===== config.mk =====
export PLATFORM = sky130hd
export DESIGN_NAME = im_load_mem_flat
export DESIGN_NICKNAME = d
export VERILOG_FILES = /design/src/rtl/im_load_mem_if.sv /design/src/rtl/im_load_mem.sv /design/src/flat_wrapper.sv
export SDC_FILE = /design/constraint.sdc
export NUM_CORES = 1
export LEC_CHECK = 0
export ABC_CLOCK_PERIOD_IN_PS = 5350
export BUFFER_PORTS_ARGS = -buffer_cell sky130_fd_sc_hd__buf_2
export CAP_MARGIN = 15
export CORE_ASPECT_RATIO = 0.75
export CORE_MARGIN = 5
export CORE_UTILIZATION = 52
export DETAILED_ROUTE_END_ITERATION = 10
export PLACE_DENSITY = 0.76
export SLEW_MARGIN = 25
export SYNTH_ARGS = -nofsm -noshare
export SYNTH_HDL_FRONTEND = slang
export SYNTH_SLANG_ARGS = --single-unit
export TNS_END_PERCENT = 100

===== constraint.sdc =====
create_clock -name clock -period 5.35 [get_ports clock]
set_clock_uncertainty 0.2 [all_clocks]
set_input_delay 1.3375 -clock clock [delete_from_list [all_inputs] [get_ports clock]]
set_output_delay 1.3375 -clock clock [all_outputs]
set_load 0.005 [all_outputs]

===== src/rtl/im_load_mem_if.sv =====
// Bus bundle for the loadable instruction memory: fetch port plus program-load
// handshake. The memory takes the slave side; the core/loader takes the master side.
interface im_load_mem_if #(
  parameter int DATA_W     = 16,
  parameter int ADDR_W     = 16,
  parameter int DEPTH_LOG2 = 5
);
  // Fetch port
  logic [ADDR_W-1:0]   iaddr;
  logic                fetch_req;
  logic [DATA_W-1:0]   idata;
  logic                idata_valid;
  logic                addr_err;
  // Program-load port
  logic                ld_start;
  logic                ld_valid;
  logic [DATA_W-1:0]   ld_data;
  logic                ld_last;
  logic                ld_ready;
  logic                ld_done;
  logic [DEPTH_LOG2:0] ld_count;
  logic                busy;

  modport slave (
    input  iaddr, fetch_req, ld_start, ld_valid, ld_data, ld_last,
    output idata, idata_valid, addr_err, ld_ready, ld_done, ld_count, busy
  );

  modport master (
    output iaddr, fetch_req, ld_start, ld_valid, ld_data, ld_last,
    input  idata, idata_valid, addr_err, ld_ready, ld_done, ld_count, busy
  );
endinterface


===== src/rtl/im_load_mem.sv =====
// Loadable instruction memory for the 16-bit LEGv8-style core. A program is
// streamed in over the ld_* handshake; the fetch port then reads it back with a
// registered one-cycle latency. Words past the loaded length read DEFAULT_WORD.
module im_load_mem #(
  parameter int                DATA_W       = 16,
  parameter int                ADDR_W       = 16,
  parameter int                DEPTH_LOG2   = 5,
  parameter logic [DATA_W-1:0] DEFAULT_WORD = '0
) (
  input logic          clock,
  input logic          reset,
  im_load_mem_if.slave bus
);

  localparam int DEPTH = 1 << DEPTH_LOG2;
  localparam int IDX_W = ADDR_W - 1;
  localparam int CNT_W = DEPTH_LOG2 + 1;

  typedef enum logic [1:0] {
    ST_RUN,
    ST_LOAD,
    ST_DONE
  } state_e;

  state_e              state_q, state_d;
  logic [DATA_W-1:0]   mem [DEPTH];
  logic [DEPTH_LOG2-1:0] ptr_q, ptr_d;
  logic [CNT_W-1:0]    ld_count_q, ld_count_d;
  logic [DATA_W-1:0]   idata_q, idata_d;
  logic                idata_valid_q, idata_valid_d;
  logic                addr_err_q, addr_err_d;
  logic                ld_ready_q, ld_ready_d;
  logic                ld_done_q, ld_done_d;
  logic                busy_q, busy_d;

  logic [IDX_W-1:0]    word_idx;
  logic                in_range;
  logic                wr_en;
  logic [DATA_W-1:0]   rd_word;
  logic                unused_iaddr_lsb;

  // Word index from the byte address; the byte-select bit plays no part.
  assign word_idx         = bus.iaddr[ADDR_W-1:1];
  assign unused_iaddr_lsb = bus.iaddr[0];

  // A word is reachable only if it is inside the array and inside the loaded image.
  assign in_range = (word_idx < IDX_W'(DEPTH)) && (word_idx < IDX_W'(ld_count_q));
  assign rd_word  = mem[word_idx[DEPTH_LOG2-1:0]];
  assign wr_en    = (state_q == ST_LOAD) && bus.ld_valid && ld_ready_q;

  // Program storage write port.
  // NOTE: the array has no reset; ld_count gates every read, so stale contents are never visible.
  always_ff @(posedge clock) begin
    if (wr_en) mem[ptr_q] <= bus.ld_data;
  end

  // Next-state and next-output logic for the RUN/LOAD/DONE controller.
  // NOTE: every _d gets its hold/default value first so no path can infer a latch.
  always_comb begin
    state_d       = state_q;
    ptr_d         = ptr_q;
    ld_count_d    = ld_count_q;
    idata_d       = idata_q;
    addr_err_d    = addr_err_q;
    idata_valid_d = 1'b0;
    ld_done_d     = 1'b0;
    ld_ready_d    = ld_ready_q;
    busy_d        = busy_q;

    case (state_q)
      ST_RUN: begin
        // A fetch in the same cycle as ld_start still sees the old image.
        if (bus.fetch_req) begin
          idata_d       = in_range ? rd_word : DEFAULT_WORD;
          addr_err_d    = !in_range;
          idata_valid_d = 1'b1;
        end
        if (bus.ld_start) begin
          state_d    = ST_LOAD;
          ptr_d      = '0;
          ld_count_d = '0;
          busy_d     = 1'b1;
          ld_ready_d = 1'b1;
        end
      end
      ST_LOAD: begin
        if (wr_en) begin
          ptr_d = ptr_q + DEPTH_LOG2'(1);
          // ld_last and a full array are one and the same exit.
          if (bus.ld_last || (ptr_q == DEPTH_LOG2'(DEPTH - 1))) begin
            state_d    = ST_DONE;
            ld_count_d = CNT_W'(ptr_q) + CNT_W'(1);
            ld_ready_d = 1'b0;
            busy_d     = 1'b0;
            ld_done_d  = 1'b1;
          end
        end
      end
      ST_DONE: begin
        state_d = ST_RUN;
      end
      default: begin
        state_d = ST_RUN;
      end
    endcase
  end

  // Controller state and registered outputs.
  // NOTE: sequential state uses non-blocking assignments only; blocking belongs in always_comb.
  always_ff @(posedge clock or posedge reset) begin
    if (reset) begin
      state_q       <= ST_RUN;
      ptr_q         <= '0;
      ld_count_q    <= '0;
      idata_q       <= DEFAULT_WORD;
      idata_valid_q <= 1'b0;
      addr_err_q    <= 1'b0;
      ld_ready_q    <= 1'b0;
      ld_done_q     <= 1'b0;
      busy_q        <= 1'b0;
    end else begin
      state_q       <= state_d;
      ptr_q         <= ptr_d;
      ld_count_q    <= ld_count_d;
      idata_q       <= idata_d;
      idata_valid_q <= idata_valid_d;
      addr_err_q    <= addr_err_d;
      ld_ready_q    <= ld_ready_d;
      ld_done_q     <= ld_done_d;
      busy_q        <= busy_d;
    end
  end

  assign bus.idata       = idata_q;
  assign bus.idata_valid = idata_valid_q;
  assign bus.addr_err    = addr_err_q;
  assign bus.ld_ready    = ld_ready_q;
  assign bus.ld_done     = ld_done_q;
  assign bus.ld_count    = ld_count_q;
  assign bus.busy        = busy_q;

endmodule


===== src/flat_wrapper.sv =====
// flat-port wrapper written by rule: the top's interface ports become plain ports
module im_load_mem_flat 
#(
  parameter int                DATA_W       = 16,
  parameter int                ADDR_W       = 16,
  parameter int                DEPTH_LOG2   = 5,
  parameter logic [DATA_W-1:0] DEFAULT_WORD = '0
)
  (clock, reset, bus_iaddr, bus_fetch_req, bus_ld_start, bus_ld_valid, bus_ld_data, bus_ld_last, bus_idata, bus_idata_valid, bus_addr_err, bus_ld_ready, bus_ld_done, bus_ld_count, bus_busy);
  im_load_mem_if #(.DATA_W(DATA_W), .ADDR_W(ADDR_W), .DEPTH_LOG2(DEPTH_LOG2)) bus_i ();
  input logic clock;
  input logic reset;
  input wire logic [$bits(bus_i.iaddr)-1:0] bus_iaddr;
  input wire logic [$bits(bus_i.fetch_req)-1:0] bus_fetch_req;
  input wire logic [$bits(bus_i.ld_start)-1:0] bus_ld_start;
  input wire logic [$bits(bus_i.ld_valid)-1:0] bus_ld_valid;
  input wire logic [$bits(bus_i.ld_data)-1:0] bus_ld_data;
  input wire logic [$bits(bus_i.ld_last)-1:0] bus_ld_last;
  output wire logic [$bits(bus_i.idata)-1:0] bus_idata;
  output wire logic [$bits(bus_i.idata_valid)-1:0] bus_idata_valid;
  output wire logic [$bits(bus_i.addr_err)-1:0] bus_addr_err;
  output wire logic [$bits(bus_i.ld_ready)-1:0] bus_ld_ready;
  output wire logic [$bits(bus_i.ld_done)-1:0] bus_ld_done;
  output wire logic [$bits(bus_i.ld_count)-1:0] bus_ld_count;
  output wire logic [$bits(bus_i.busy)-1:0] bus_busy;
  assign bus_i.iaddr = bus_iaddr;
  assign bus_i.fetch_req = bus_fetch_req;
  assign bus_i.ld_start = bus_ld_start;
  assign bus_i.ld_valid = bus_ld_valid;
  assign bus_i.ld_data = bus_ld_data;
  assign bus_i.ld_last = bus_ld_last;
  assign bus_idata = bus_i.idata;
  assign bus_idata_valid = bus_i.idata_valid;
  assign bus_addr_err = bus_i.addr_err;
  assign bus_ld_ready = bus_i.ld_ready;
  assign bus_ld_done = bus_i.ld_done;
  assign bus_ld_count = bus_i.ld_count;
  assign bus_busy = bus_i.busy;
  im_load_mem #(.DATA_W(DATA_W), .ADDR_W(ADDR_W), .DEPTH_LOG2(DEPTH_LOG2), .DEFAULT_WORD(DEFAULT_WORD)) u_core (.clock(clock), .reset(reset), .bus(bus_i));
endmodule

==> results of run 1 <==
==> power groups by stage <==
stage / combinational [µW] / clock [µW] / sequential [µW]
floorplan: 471 / 0 / 4950
CTS: 742 / 3400 / 4910
finish: 744 / 3360 / 4910
global route: 810 / 3600 / 4920
global placement: 714 / 0 / 4980
detailed placement: 734 / 0 / 5000
==> per-stage QoR <==
step	area, µm²	utilization	total power, µW
floorplan	21020	-	5424
global placement	22150	0.5575	5699
detailed placement	22150	0.5575	5733
CTS	23660	0.5956	9056
global route	23660	0.5956	9333
finish	23660	0.5956	9018
==> routing by layer <==
layer / up-vias / GRT usage / share of wire
li1: 4382 / - / -
met1: 5470 / 0.3151 / 0.42
met2: 586 / 0.3244 / 0.45
met3: 72 / 0.06016 / 0.11
met4: 2 / 0.04586 / 0.019
met5: - / 0 / 0.00027
==> registers in the layout, summed over array words and instances (netlist names) <==
register	count
u_core.bus.ld_ready	1
u_core.bus.idata_valid	1
u_core.bus.ld_done	1
u_core.bus.addr_err	1
u_core.bus.ld_count	6
u_core.state_q	2
u_core.mem	512
u_core.bus.idata	16
u_core.ptr_q	5
==> worst reg2reg max path: stages, from the launching register on <==
cell	delay, ps
dfrtp_1	430
and4b_1	570
nand2_1	430
nor2_1	850
buf_4	390
==> layout make-up <==
| cell class | instances | area (µm²) | share of cell area |
|---|---|---|---|
| clock inverters | 21 | 152.6 | 0.006451 |
| flip-flops and latches | 545 | 16200 | 0.6846 |
| inverters | 12 | 45.04 | 0.001904 |
| clock buffers | 68 | 1360 | 0.05748 |
| multi-input cells | 393 | 4489 | 0.1897 |
| well taps | 520 | 650.6 | 0.02750 |
| repair buffers | 118 | 764.5 | 0.03231 |
==> Yosys cell counts, types with 2 or more instances <==
library cell,count,share of area
edfxtp_1,512,0.73
mux4_2,128,0.14
a22oi_1,60,0.021
nand2_1,50,0.0089
nor2_1,38,0.0068
dfrtp_1,33,0.039
a21oi_1,32,0.0076
clkbuf_1,22,0.0039
o21ai_0,17,0.0040
buf_2,11,0.0026
inv_1,11,0.0020
ha_1,10,0.0060
buf_4,9,0.0032
buf_6,8,0.0043
mux2i_1,7,0.0033
o21ai_1,7,0.0017
nand3_1,5,0.0012
nor2b_1,5,0.0015
o21a_1,3,0.0011
o31ai_1,3,0.0011
and2_1,2,0.00060
and3_1,2,0.00060
buf_1,2,0.00036
nand3b_1,2,0.00071
nor4_1,2,0.00060
or3_1,2,0.00060
or3b_2,2,0.00083
xnor2_1,2,0.00083
==> kinds of logic after synthesis <==
logic type / Yosys count / share of synthesized area
flip-flops: 545 / 0.7708
multiplexers: 135 / 0.1405
AO/OA/AOI/OAI: 129 / 0.04054
AND/OR/NAND/NOR: 117 / 0.02488
buffers and inverters: 64 / 0.01655
adder cells (fa/ha/maj): 10 / 0.005953
XOR/XNOR: 2 / 0.0008335
==> final timing paths <==
kind	slack (ps)	endpoint	startpoint	depth (start not counted)
worst max-delay path	1840	u_core.mem[3][4]	bus_ld_valid	5
worst min-delay path	280	u_core.bus.idata[5]	u_core.bus.idata[5]	2
worst max register to register	2170	u_core.mem[3][4]	u_core.state_q[1]	4
worst min register to register	280	u_core.bus.idata[5]	u_core.bus.idata[5]	2
max in group asynchronous	3920	u_core.bus.idata[2]	reset	3
min in group asynchronous	680	u_core.bus.ld_count[0]	reset	3
==> flow_summary.toml, run 1 <==
[outcome]
status = "finished, final reports clean"

[clock_network]
clk_path_buf_depth = 3
clockRootBuffer = "clkbuf_16"
cts_buffers = 49
htreeDepth = 2
cts_hold_buffers = 0
clk_latency_ps = 570
cts_tree = "done"
clock_sinks = 545
cts_resized = 0
clk_pin_slew_ps = 60
post_cts_buffers = 0

[yosys]
synth_edf_count = 512
yosysSeqAreaShare = 0.7708
mappedNetlistArea_um2 = 21020
ys_ff_latch = 545
syn_avg_cell_area_um2 = 20.98
yosys_warnings = 0
syn-instance-count = 1002
synth_nets = 1050
synth_top_flop_cell = "edfxtp_1"
synthDistinctLibCells = 43
async_flop_share = 0.06055

[floorplan]
fp-row-count = 63
die_y_um = 184.1
core_region_area_um2 = 39730
start_util = 0.5291
io_pins = 65
dieWidth_um = 242.2
die_area_um2 = 44580

[pwr]
p_int_uw = 6953
pwr-share-clk = 0.373
swShare = 0.2290
peakVddDrop_uv = 263.6
power.switching_uw = 2066
p_seq_frac = 0.545
combPwrFrac = 0.082
cellPowerDensity_nw_per_um2 = 381.1
leakage_uw = 0.007748

[layout]
antenna_cells = 0
layout_commonest_cell = "edfxtp_1"
fin_nets = 1167
most-common-layout-cells = "edfxtp_1, mux4_2, buf_2"
fill_cells = 2792
areaGrowthSynthToFinish_pct = 12.58
drive_gt1_frac = 0.2800
layoutNonFillerInstCount = 1677

[setup_path]
worstPathCellList = "buf_2, and4b_1, nand2_1, nor2_1, buf_4"
max_stage_delay_ps = 840
critPathTopFamily = "simple AND/OR/NAND/NOR gates"
required_ps = 5400
worstSetupPathType = "primary input to flop"
path_max_fanout = 11
timing.critical_path.buf_inv = 2
crit_arrival_ps = 3560
cp-end-kind = "flop"
crit_path_start_kind = "primary input"
cp_slowest_cell = "nor2_1"

[flow_run]
cap_violations = 0

[place]
dp_slack_ps = 1295
place_congestion = 0.8136
dpl.hpwl_um = 27430
io_buffers = 63
place_inst = 1588

[grt]
grt.total_usage = 0.2127
overflow = 0
grt_pass1_wl_um = 70040
antenna_found_initial = 1
grt_max_degree = 65
grt_pass1_vias = 10660

[route]
via_count = 10510
drt_wl_total_um = 47280
drt-pass1-iter-count = 5
drtIter0Drc = 1422
vias_per_cell = 6.268
avgRoutedWirePerCell_um = 28.19
drc = 0
ant_nets = 0

[sta]
finalCritPeriodShare = 0.6560
setup_viol = 0
fmax_mhz = 284.9
fin_crit_ps = 3510
worst_pin_slew_ps = 953.7
maxSlewHeadroom = 0.3618
whs_ps = 275.7
slew_viol_final = 0
rsz0062_at_grt = "false"
setup_ws_ps = 1840
hold_viol = 0
tns_ps = 0

[min_path]
worstHoldPathType = "flop to flop"
Power figures use the tool's default switching activity.
==> run 2: changes to the inputs <==
--- a/config.mk
+++ b/config.mk
@@ -5,7 +5,7 @@
 export SDC_FILE = /design/constraint.sdc
 export NUM_CORES = 1
 export LEC_CHECK = 0
-export ABC_CLOCK_PERIOD_IN_PS = 5350
+export ABC_CLOCK_PERIOD_IN_PS = 3300
 export BUFFER_PORTS_ARGS = -buffer_cell sky130_fd_sc_hd__buf_2
 export CAP_MARGIN = 15
 export CORE_ASPECT_RATIO = 0.75
==> constraint.sdc (replaced) <==
create_clock -name clock -period 3.3 [get_ports clock]
set_clock_uncertainty 0.2 [all_clocks]
set_input_delay 0.825 -clock clock [delete_from_list [all_inputs] [get_ports clock]]
set_output_delay 0.825 -clock clock [all_outputs]
set_load 0.005 [all_outputs]
==> run 2 against run 1 <==
  * Critical path depth grew 2
  * Sequential cell count unchanged
  * Critical path type unchanged
  * Sequential share of layout area down 0.63 points
  * Count of clock-buffer cells in the layout is 2 lower
  * Critical endpoint is now u_core.bus.idata[6]
  * Register-to-register slack got worse by 1300 ps
  * Sequential power up 62%
  * Worst hold slack worse by 100 ps
  * Die area is the same
  * Global-route usage about the same
  * Total power up 60%
  * Largest cell class unchanged
==> flow_summary.toml, run 2 (synthesis results as in run 1) <==
[floorplan]
start_util = 0.5291
io_pins = 65
fp-row-count = 63
core_region_area_um2 = 39730
die_area_um2 = 44580
die_y_um = 184.1
dieWidth_um = 242.2

[route]
ant_nets = 0
vias_per_cell = 6.324
avgRoutedWirePerCell_um = 27.91
via_count = 10740
drc = 0
drt_wl_total_um = 47390
drtIter0Drc = 1346
drt-pass1-iter-count = 6

[sta]
setup_viol = 0
hold_viol = 0
fin_crit_ps = 2490
fmax_mhz = 401.6
rsz0062_at_grt = "false"
tns_ps = 0
maxSlewHeadroom = 0.4812
worst_pin_slew_ps = 778.2
slew_viol_final = 0
finalCritPeriodShare = 0.7546

[setup_path]
crit_path_start_kind = "primary input"
worstSetupPathType = "primary input to flop"
required_ps = 3520
crit_arrival_ps = 2710
path_max_fanout = 23
r2r_cells = 4
reg2reg_to = "u_core.mem[27][14]"
cp-end-kind = "flop"
rrSetupSlack_ps = 890
r2r_start = "u_core.ptr_q[3]"

[clock_network]
clk_path_buf_depth = 3
cts_tree = "done"
clk_latency_ps = 570
cts_buffers = 48
clockRootBuffer = "clkbuf_16"
cts_hold_buffers = 0
clock_sinks = 545
htreeDepth = 2
clk_pin_slew_ps = 60
cts_resized = 0
post_cts_buffers = 0

[min_path]
worstHoldPathType = "primary input to async pin"

[layout]
fin_util = 0.6012
layout_commonest_cell = "edfxtp_1"
fin_nets = 1195
largest_reg_flops = 512
fill_cells = 2787
drive_gt1_frac = 0.2920
most-common-layout-cells = "edfxtp_1, mux4_2, buf_4"
antenna_cells = 0
areaGrowthSynthToFinish_pct = 13.63
layoutNonFillerInstCount = 1698
final_area_um2 = 23880
largest_register = "u_core.mem"

[place]
dpl_cell_area_um2 = 22460
dpl.hpwl_um = 29180
place_inst = 1617
place_congestion = 0.8506
io_buffers = 63

[grt]
antenna_found_initial = 2
grt_max_degree = 34
grt.total_usage = 0.2127
overflow = 0
grt_pass1_wl_um = 70050
grt_pass1_vias = 10830

[flow_run]
cap_violations = 0

[pwr]
leakage_uw = 0.007873
peakVddDrop_uv = 481.6
cellPowerDensity_nw_per_um2 = 604.2

[outcome]
status = "finished, final reports clean"
## run 2: cell count changes in the layout (fill, tap and decap cells not counted), sizes merged
cell	change
buf	+29
clkinv	-4
clkbuf	-2
bufinv	-1
inv	-1
## run 2: final cells by class
class | instances | area [µm²] | area share
clock buffers | 66 | 1321 | 0.05532
well taps | 520 | 650.6 | 0.02724
inverters | 12 | 45.04 | 0.001886
repair buffers | 147 | 1082 | 0.04532
flip-flops and latches | 545 | 16200 | 0.6783
multi-input cells | 393 | 4478 | 0.1875
clock inverters | 15 | 105.1 | 0.004401
## run 2: power breakdown
group          switching (µW)  internal, µW  leakage [µW]
sequential                156          7800       0.00504
clock                    2330          2860      0.000693
combinational             786           488       0.00214
## run 2: through the flow
| step | hold slack [ps] | power, µW | setup slack [ps] |
|---|---|---|---|
| floorplan | 264.1 | 8793 | 558.0 |
| global placement | 270.2 | 9299 | 302.7 |
| detailed placement | 277.2 | 9355 | 251.4 |
| CTS | 170.1 | 14490 | 829.2 |
| global route | 192.0 | 14950 | 672.4 |
| finish | 175.2 | 14430 | 809.8 |
## run 2: critical path: stages
cell	delay, ps
clkbuf_8	230
buf_12	240
mux4_2	530
a22oi_1	200
nand2_1	150
a21oi_1	350
o21ai_0	140
## run 2: layer usage
| layer | vias to the layer above | share of wire | track usage |
|---|---|---|---|
| met3 | 72 | 0.12 | 0.05306 |
| met1 | 5601 | 0.41 | 0.3152 |
| met2 | 639 | 0.46 | 0.3293 |
| met5 | - | 0.00042 | 0 |
| li1 | 4425 | - | - |
| met4 | 2 | 0.020 | 0.04723 |
## run 2: worst max path at each step
stage	start	endpoint	depth (start not counted)
after floorplan	bus_ld_valid	u_core.mem[31][0]	4
after global placement	bus_iaddr[1]	u_core.bus.idata[9]	7
after detailed placement	bus_iaddr[1]	u_core.bus.idata[10]	7
after CTS	bus_iaddr[1]	u_core.bus.idata[7]	7
after global routing	bus_iaddr[1]	u_core.bus.idata[9]	7
final	bus_iaddr[1]	u_core.bus.idata[6]	7
